--- config.mk ---
export PLATFORM = sky130hd
export DESIGN_NAME = input_conditioner
export DESIGN_NICKNAME = d
export VERILOG_FILES = /design/src/rtl/input_conditioner_pkg.sv /design/src/rtl/debounce_cell.sv /design/src/rtl/input_conditioner.sv
export SDC_FILE = /design/constraint.sdc
export NUM_CORES = 1
export LEC_CHECK = 0
export BUFFER_PORTS_ARGS = -buffer_cell sky130_fd_sc_hd__buf_4
export CORE_AREA = 2 2 122 124
export DETAILED_ROUTE_END_ITERATION = 8
export DIE_AREA = 0 0 124 126
export GPL_TIMING_DRIVEN = 0
export PLACE_DENSITY_LB_ADDON = 0.3
export REMOVE_ABC_BUFFERS = 1
export SLEW_MARGIN = 40
export SYNTH_ARGS = -nofsm -noshare
export SYNTH_HDL_FRONTEND = slang
export SYNTH_SLANG_ARGS = --single-unit
--- constraint.sdc ---
create_clock -name sys_clk -period 4 [get_ports sys_clk]
set_input_delay 0.4 -clock sys_clk [delete_from_list [all_inputs] [get_ports sys_clk]]
set_output_delay 0.4 -clock sys_clk [all_outputs]
set_load 0.03 [all_outputs]
--- src/rtl/input_conditioner_pkg.sv ---
// Shared button map and charge defaults for the input conditioner and the
// downstream physics stage.
package input_conditioner_pkg;

    localparam int unsigned BTN_UP    = 0;
    localparam int unsigned BTN_DOWN  = 1;
    localparam int unsigned BTN_LEFT  = 2;
    localparam int unsigned BTN_RIGHT = 3;
    localparam int unsigned BTN_JUMP  = 4;
    localparam int unsigned NUM_BTN   = 5;

    localparam int unsigned CHARGE_W_DEFAULT   = 5;
    localparam int unsigned CHARGE_MAX_DEFAULT = 31;

endpackage

--- src/rtl/debounce_cell.sv ---
// One-bit 2-FF synchroniser plus counter-based debouncer; exposes the stable
// level and single-cycle strobes for the edge that flips it.
module debounce_cell #(
    parameter int unsigned DEBOUNCE_CYCLES = 16,
    parameter int unsigned CNT_W           = 16
) (
    input  logic clk,
    input  logic rst,
    input  logic raw,
    output logic level,
    output logic rise,
    output logic fall
);

    logic             sync1;
    logic             synced;
    logic [CNT_W-1:0] cnt;
    logic             flip;

    // Strobes are high in the cycle before level changes so the parent can
    // register them alongside the new level.
    assign flip = (synced != level) && (cnt == CNT_W'(DEBOUNCE_CYCLES - 1));
    assign rise = flip & synced;
    assign fall = flip & ~synced;

    always_ff @(posedge clk) begin
        if (rst) begin
            sync1  <= 1'b0;
            synced <= 1'b0;
            cnt    <= '0;
            level  <= 1'b0;
        end else begin
            sync1  <= raw;
            synced <= sync1;
            if (synced == level) begin
                cnt <= '0;
            end else if (flip) begin
                level <= synced;
                cnt   <= '0;
            end else begin
                cnt <= cnt + 1'b1;
            end
        end
    end

endmodule

--- src/rtl/input_conditioner.sv ---
// Button front end: per-bit debounce with registered press/release pulses,
// plus jump charge accumulation and a fire pulse carrying the latched power.
module input_conditioner
    import input_conditioner_pkg::*;
#(
    parameter int unsigned DEBOUNCE_CYCLES = 16,
    parameter int unsigned CNT_W           = 16,
    parameter int unsigned CHARGE_DIV      = 4,
    parameter int unsigned CHARGE_MAX      = CHARGE_MAX_DEFAULT,
    parameter int unsigned CHARGE_W        = CHARGE_W_DEFAULT
) (
    input  logic                sys_clk,
    input  logic                sys_rst,
    input  logic [NUM_BTN-1:0]  btn_in,
    output logic [NUM_BTN-1:0]  btn_level,
    output logic [NUM_BTN-1:0]  btn_press,
    output logic [NUM_BTN-1:0]  btn_release,
    output logic                jump_charging,
    output logic [CHARGE_W-1:0] jump_charge,
    output logic                jump_fire,
    output logic [CHARGE_W-1:0] jump_power
);

    localparam int unsigned PRE_W = (CHARGE_DIV > 1) ? $clog2(CHARGE_DIV) : 1;

    logic [NUM_BTN-1:0] rise;
    logic [NUM_BTN-1:0] fall;
    logic [PRE_W-1:0]   presc;
    logic               jump_fall;

    genvar g;
    generate
        for (g = 0; g < NUM_BTN; g++) begin : g_btn
            debounce_cell #(
                .DEBOUNCE_CYCLES(DEBOUNCE_CYCLES),
                .CNT_W          (CNT_W)
            ) u_cell (
                .clk  (sys_clk),
                .rst  (sys_rst),
                .raw  (btn_in[g]),
                .level(btn_level[g]),
                .rise (rise[g]),
                .fall (fall[g])
            );
        end
    endgenerate

    always_ff @(posedge sys_clk) begin
        if (sys_rst) begin
            btn_press   <= '0;
            btn_release <= '0;
        end else begin
            btn_press   <= rise;
            btn_release <= fall;
        end
    end

    assign jump_charging = btn_level[BTN_JUMP];
    assign jump_fall     = fall[BTN_JUMP];

    // Release takes priority over a coinciding prescaler wrap, so the
    // captured power is always the pre-increment charge.
    always_ff @(posedge sys_clk) begin
        if (sys_rst) begin
            presc       <= '0;
            jump_charge <= '0;
            jump_fire   <= 1'b0;
            jump_power  <= '0;
        end else begin
            jump_fire <= 1'b0;
            if (jump_fall) begin
                jump_fire   <= 1'b1;
                jump_power  <= jump_charge;
                jump_charge <= '0;
                presc       <= '0;
            end else if (btn_level[BTN_JUMP]) begin
                if (presc == PRE_W'(CHARGE_DIV - 1)) begin
                    presc <= '0;
                    if (jump_charge != CHARGE_W'(CHARGE_MAX))
                        jump_charge <= jump_charge + 1'b1;
                end else begin
                    presc <= presc + 1'b1;
                end
            end else begin
                presc <= '0;
            end
        end
    end

endmodule
# Word level (Yosys, flattened, before mapping)
# Index checks and enable logic that the tools add are counted.
# totals
ff_bits	118
word_cells	90
# op_classes
n_reduce_logical	18
muxes	1
n_bitwise	21
add_sub_neg	7
eq_ne	17
# ops
cell	count
$add 16x1->16 const B	5
$eq 16x4->1 const B	5
$reduce_or 3->1	5
$not 1->1	11
$and 1x1->1	10
$reduce_and 2->1	5
$add 5x1->5 const B	1
$eq 1x1->1	5
$logic_and 1x1->1	5
$ne 1x1->1	5
$ne 5x5->1 const B	1
$reduce_or 4->1	1
$reduce_and 3->1	1
$add 2x1->2 const B	1
$eq 2x2->1 const B	1
$reduce_or 2->1	1
$mux 1	1

# Logic depth before layout (Yosys ltp)
# depth
depth_word	4
ltp_mapped	8
mapped_depth_nobuf	7

# Modules after synthesis
# Synthesis repeated with hierarchy kept, for this count alone.
# hier_totals
hier_cells	519
hier_area_um2	4968.5
# by_module_without_submodules
module	cells_each	n_inst	area_per_inst_um2
debounce_cell	90	5	837.1
input_conditioner	69	1	783.3

# Least setup slack after synthesis
# Ideal clock, no wire load.
# synth_path
path_type	register -> register
start	register jump_charge[0]
end	register jump_charge[3]
path_slack_ps	2131
setup_time_ps	124
stages_incl_launch_ff	9
synth_period_minus_slack_ps	1869
required_ps	3876
arrival_ps	1745
cell_sequence	dfxtp_1 > ha_1 > and3_1 > ha_1 > and3b_1 > clkbuf_1 > nand4_1 > xor2_1 > nor2_1
# synth_between
elab_chain_len	2
word_cells_on_any_way	3
cone_classes	1 x add/sub; 1 x eq/ne; 1 x reduce/logical
# synth_rtl
item	line_no	source
start, declared	input_conditioner.sv:19	output logic [CHARGE_W-1:0] jump_charge,
start signal, assigned	input_conditioner.sv:80	jump_charge <= jump_charge + 1'b1;
branches (longest 2 deep; another with $add 5x1->5)	-	
# Several ways; the timed one is not identified.
# A chain may end at the register's enable or synchronous reset.

# Worst setup path after layout
# layout_path
start	register g_btn[3].u_cell.cnt[0]
end	register g_btn[3].u_cell.cnt[10]
# layout_between
elab_chain_len	3
word_cells_on_any_way	4
cone_classes	1 x add/sub; 1 x eq/ne; 2 x reduce/logical
# layout_rtl
item	line_no	source
start, declared	debounce_cell.sv:17	logic [CNT_W-1:0] cnt;
start signal, assigned	debounce_cell.sv:41	cnt <= cnt + 1'b1;
branches (longest 3 deep; another with $add 16x1->16)	-	
# Several ways; the timed one is not identified.

==> flow_metrics.py <==
metrics = {
    "worst_hold_path": {
        "hold_path.class": "input pin to flip-flop",
    },
    "floorplan": {
        "die_y_um": 126,
        "rows": 44,
        "pin_count": 34,
        "die_w_um": 124,
        "start_util_pct": 34.14,
        "core_area_sq_mm": 0.01431,
        "die_area_sq_mm": 0.01562,
    },
    "global_route": {
        "grt_max_degree": 40,
        "gr-total-overflow": 0,
        "antenna_found_initial": 0,
        "grt_pass1_vias": 3506,
        "grt_pass1_wl_um": 15930,
        "track_usage_pct": 12.85,
    },
    "detailed_routing": {
        "wl_met2_um": 4052,
        "top_layer_used": "met4",
        "via_count": 3592,
        "met1_length_um": 4520,
        "dr.pass1.iters": 4,
        "via_per_inst": 4.777,
        "ant_nets": 0,
        "wl_met3_um": 394,
        "wire_per_inst_um": 12.03,
        "drt_iter0_markers": 228,
        "drc": 0,
        "wl_um": 9050,
    },
    "synthesis": {
        "synthCells": 525,
        "ys_top_cells_by_area": "dfxtp_1 (48%), xnor2_1 (9.7%), nor2_1 (7.3%), nor4_1 (4.6%), xor2_1 (4.1%)",
        "yosysMostFrequentCell": "dfxtp_1",
        "synth_top_area_share_pct": 47.93,
        "synth_commonest_cells": "dfxtp_1 (117), nor2_1 (95), xnor2_1 (54)",
        "ys_seq_area_share_pct": 47.93,
        "synth_cell_types": 36,
        "synth-main-ff-cell": "dfxtp_1",
        "synth.largest_area_cell": "dfxtp_1",
        "synthArstFlopShare_pct": 0,
        "syn-mean-instance-area_sq_um": 9.309,
        "synth.cell_area_sq_mm": 0.004887,
        "synth-seq-cells": 117,
        "yosysWarnings": 0,
        "synth_edf_count": 0,
    },
    "cts": {
        "h-tree-depth": 4,
        "numCtsBuffers": 17,
        "clockBufferDepth": 2,
        "cts_resized": 0,
        "cts_setup_buffers": 0,
        "hold_buffers": 0,
        "cts_root_buf": "clkbuf_16",
        "clkSinkCount": 117,
        "tritoncts": "done",
        "clk_latency_ps": 400,
        "cts.clk_slew.worst_paths_ps": 60,
    },
    "sta": {
        "max_freq_mhz": 527.7,
        "finalSetupTns_ps": 0,
        "finalCritPeriodShare_pct": 47.37,
        "tightest_slew_ps": 586.0,
        "hold_violations": 0,
        "slew_viol_final": 0,
        "setup_viol": 0,
        "max_slew_margin_pct": 60.93,
        "rsz0062_at_grt": "no",
        "skew_ps": 6.769,
        "fin_crit_ps": 1895,
    },
    "power_and_ir_drop": {
        "leakage_nw": 2.008,
        "ir_drop_mv": 0.3489,
        "p_per_area_mw_per_mm2": 481.8,
    },
    "critical_path": {
        "cp_max_fo": 16,
        "cp_slowest_cell": "nand2b_1",
        "path_cells": "ha_1, and3_1, nand4_1, nand2b_1, nor2_1",
        "critPathLaunchType": "flip-flop",
        "worst_ep_required_time_ps": 4260,
        "critPathKind": "flip-flop to flip-flop",
        "critPathArrivalTime_ps": 2160,
        "slowest_delay_ps": 500,
        "cp-end-kind": "flip-flop",
    },
    "job": {
        "max-cap-violations": 0,
    },
    "finish": {
        "final_cell_count_no_fill": 752,
        "drive_above_1_share_pct": 13.73,
        "design_area_sq_mm": 0.005894,
        "diodes": 0,
        "synthToLayoutAreaGrowth_pct": 20.61,
        "fin_nets": 570,
    },
    "place": {
        "io_buffer_count": 33,
        "dp_hpwl_um": 6054,
        "place_inst": 720,
        "dpl_cell_area_sq_mm": 0.005244,
        "gp_congestion": 0.8106,
    },
    "outcome": {
        "status": "finished clean",
    },
}
## routing by layer
layer  GRT usage, %  vias to the layer above
met3          4.891                        7
met1          16.60                     1663
li1               -                     1860
met4          4.759                        0
met5              0                        -
met2          19.46                       62
## power breakdown
group / internal, mW / switching, mW
combinational: 0.0114 / 0.0165
clock: 1.11 / 0.525
sequential: 1.17 / 0.00450
## layout make-up
class	instances	area, sq um
Fill cell	1397	8419
Multi-Input combinational cell	371	2367
Sequential cell	117	2342
Clock buffer	21	480.5
Timing Repair Buffer	33	247.7
Tap cell	184	230.2
Clock inverter	11	170.2
Inverter	15	56.30
## registers in the layout, summed over array words and instances, names as in the netlist
name                 cells
btn_press                5
btn_release              5
g_btn.u_cell.cnt        80
g_btn.u_cell.level       5
g_btn.u_cell.sync1       5
g_btn.u_cell.synced      5
jump_charge              5
jump_power               5
presc                    2
## cell families (layout without fill, tap and decap cells)
logic type               Yosys count  after routing  synth area share, %
AND/OR/NAND/NOR                  271            271                29.57
buffers and inverters             37             80                3.635
flip-flops                       117            117                47.93
adder cells (fa/ha/maj)            8              8                2.048
XOR/XNOR                          77             77                13.80
AO/OA/AOI/OAI                      3              3               0.5633
multiplexers                      12             12                2.458
## worst max-delay path, delay by kind of cell (launching register included)
kind	cells	cell delay, ps
and+or+nand+nor	4	1190
adders and majority gates	1	200
DFF	1	370
## worst paths after layout
path                                                   startpoint                                 end  slack, ps  cells after the start
worst min register to register                presc[0]$_SDFF_PP0_                 presc[0]$_SDFF_PP0_        430                      1
worst min-delay path                                    btn_in[1]    g_btn[1].u_cell.sync1$_SDFF_PP0_        210                      2
worst max-delay path            g_btn[3].u_cell.cnt[0]$_SDFF_PP0_  g_btn[3].u_cell.cnt[10]$_SDFF_PP0_       2110                      5
worst max register to register  g_btn[3].u_cell.cnt[0]$_SDFF_PP0_  g_btn[3].u_cell.cnt[10]$_SDFF_PP0_       2110                      5
## stage by stage
step | total power, mW | util, % | hold WS [ps] | worst slack (ps)
after detailed placement | 1.230 | 36.63 | 425.5 | 2100
final | 2.840 | 41.18 | 207.4 | 2105
after floorplan | 1.216 | - | 406.9 | 2228
after CTS | 2.874 | 41.18 | 195.7 | 2073
after global placement | 1.230 | 36.63 | 416.3 | 2150
after global routing | 2.939 | 41.18 | 193.7 | 1870
## placed cells by master (no fill, tap or decap), types with 4 or more instances in the layout
cell type / Yosys / layout
nand4_1: 25 / 25
ha_1: 8 / 8
nand3_1: 21 / 21
and3_1: 11 / 11
nand2b_1: 15 / 15
bufinv_16: 0 / 4
xnor2_1: 54 / 54
buf_4: 8 / 33
nor4b_1: 5 / 5
dfxtp_1: 117 / 117
xor2_1: 23 / 23
nor2_1: 95 / 95
mux2i_1: 12 / 12
nand2_1: 18 / 18
clkbuf_8: 0 / 4
clkbuf_16: 0 / 17
nor2b_1: 10 / 10
nor4_1: 36 / 36
inv_1: 15 / 15
nor3_1: 17 / 17
Note: power is estimated with default switching activity, not from simulation.
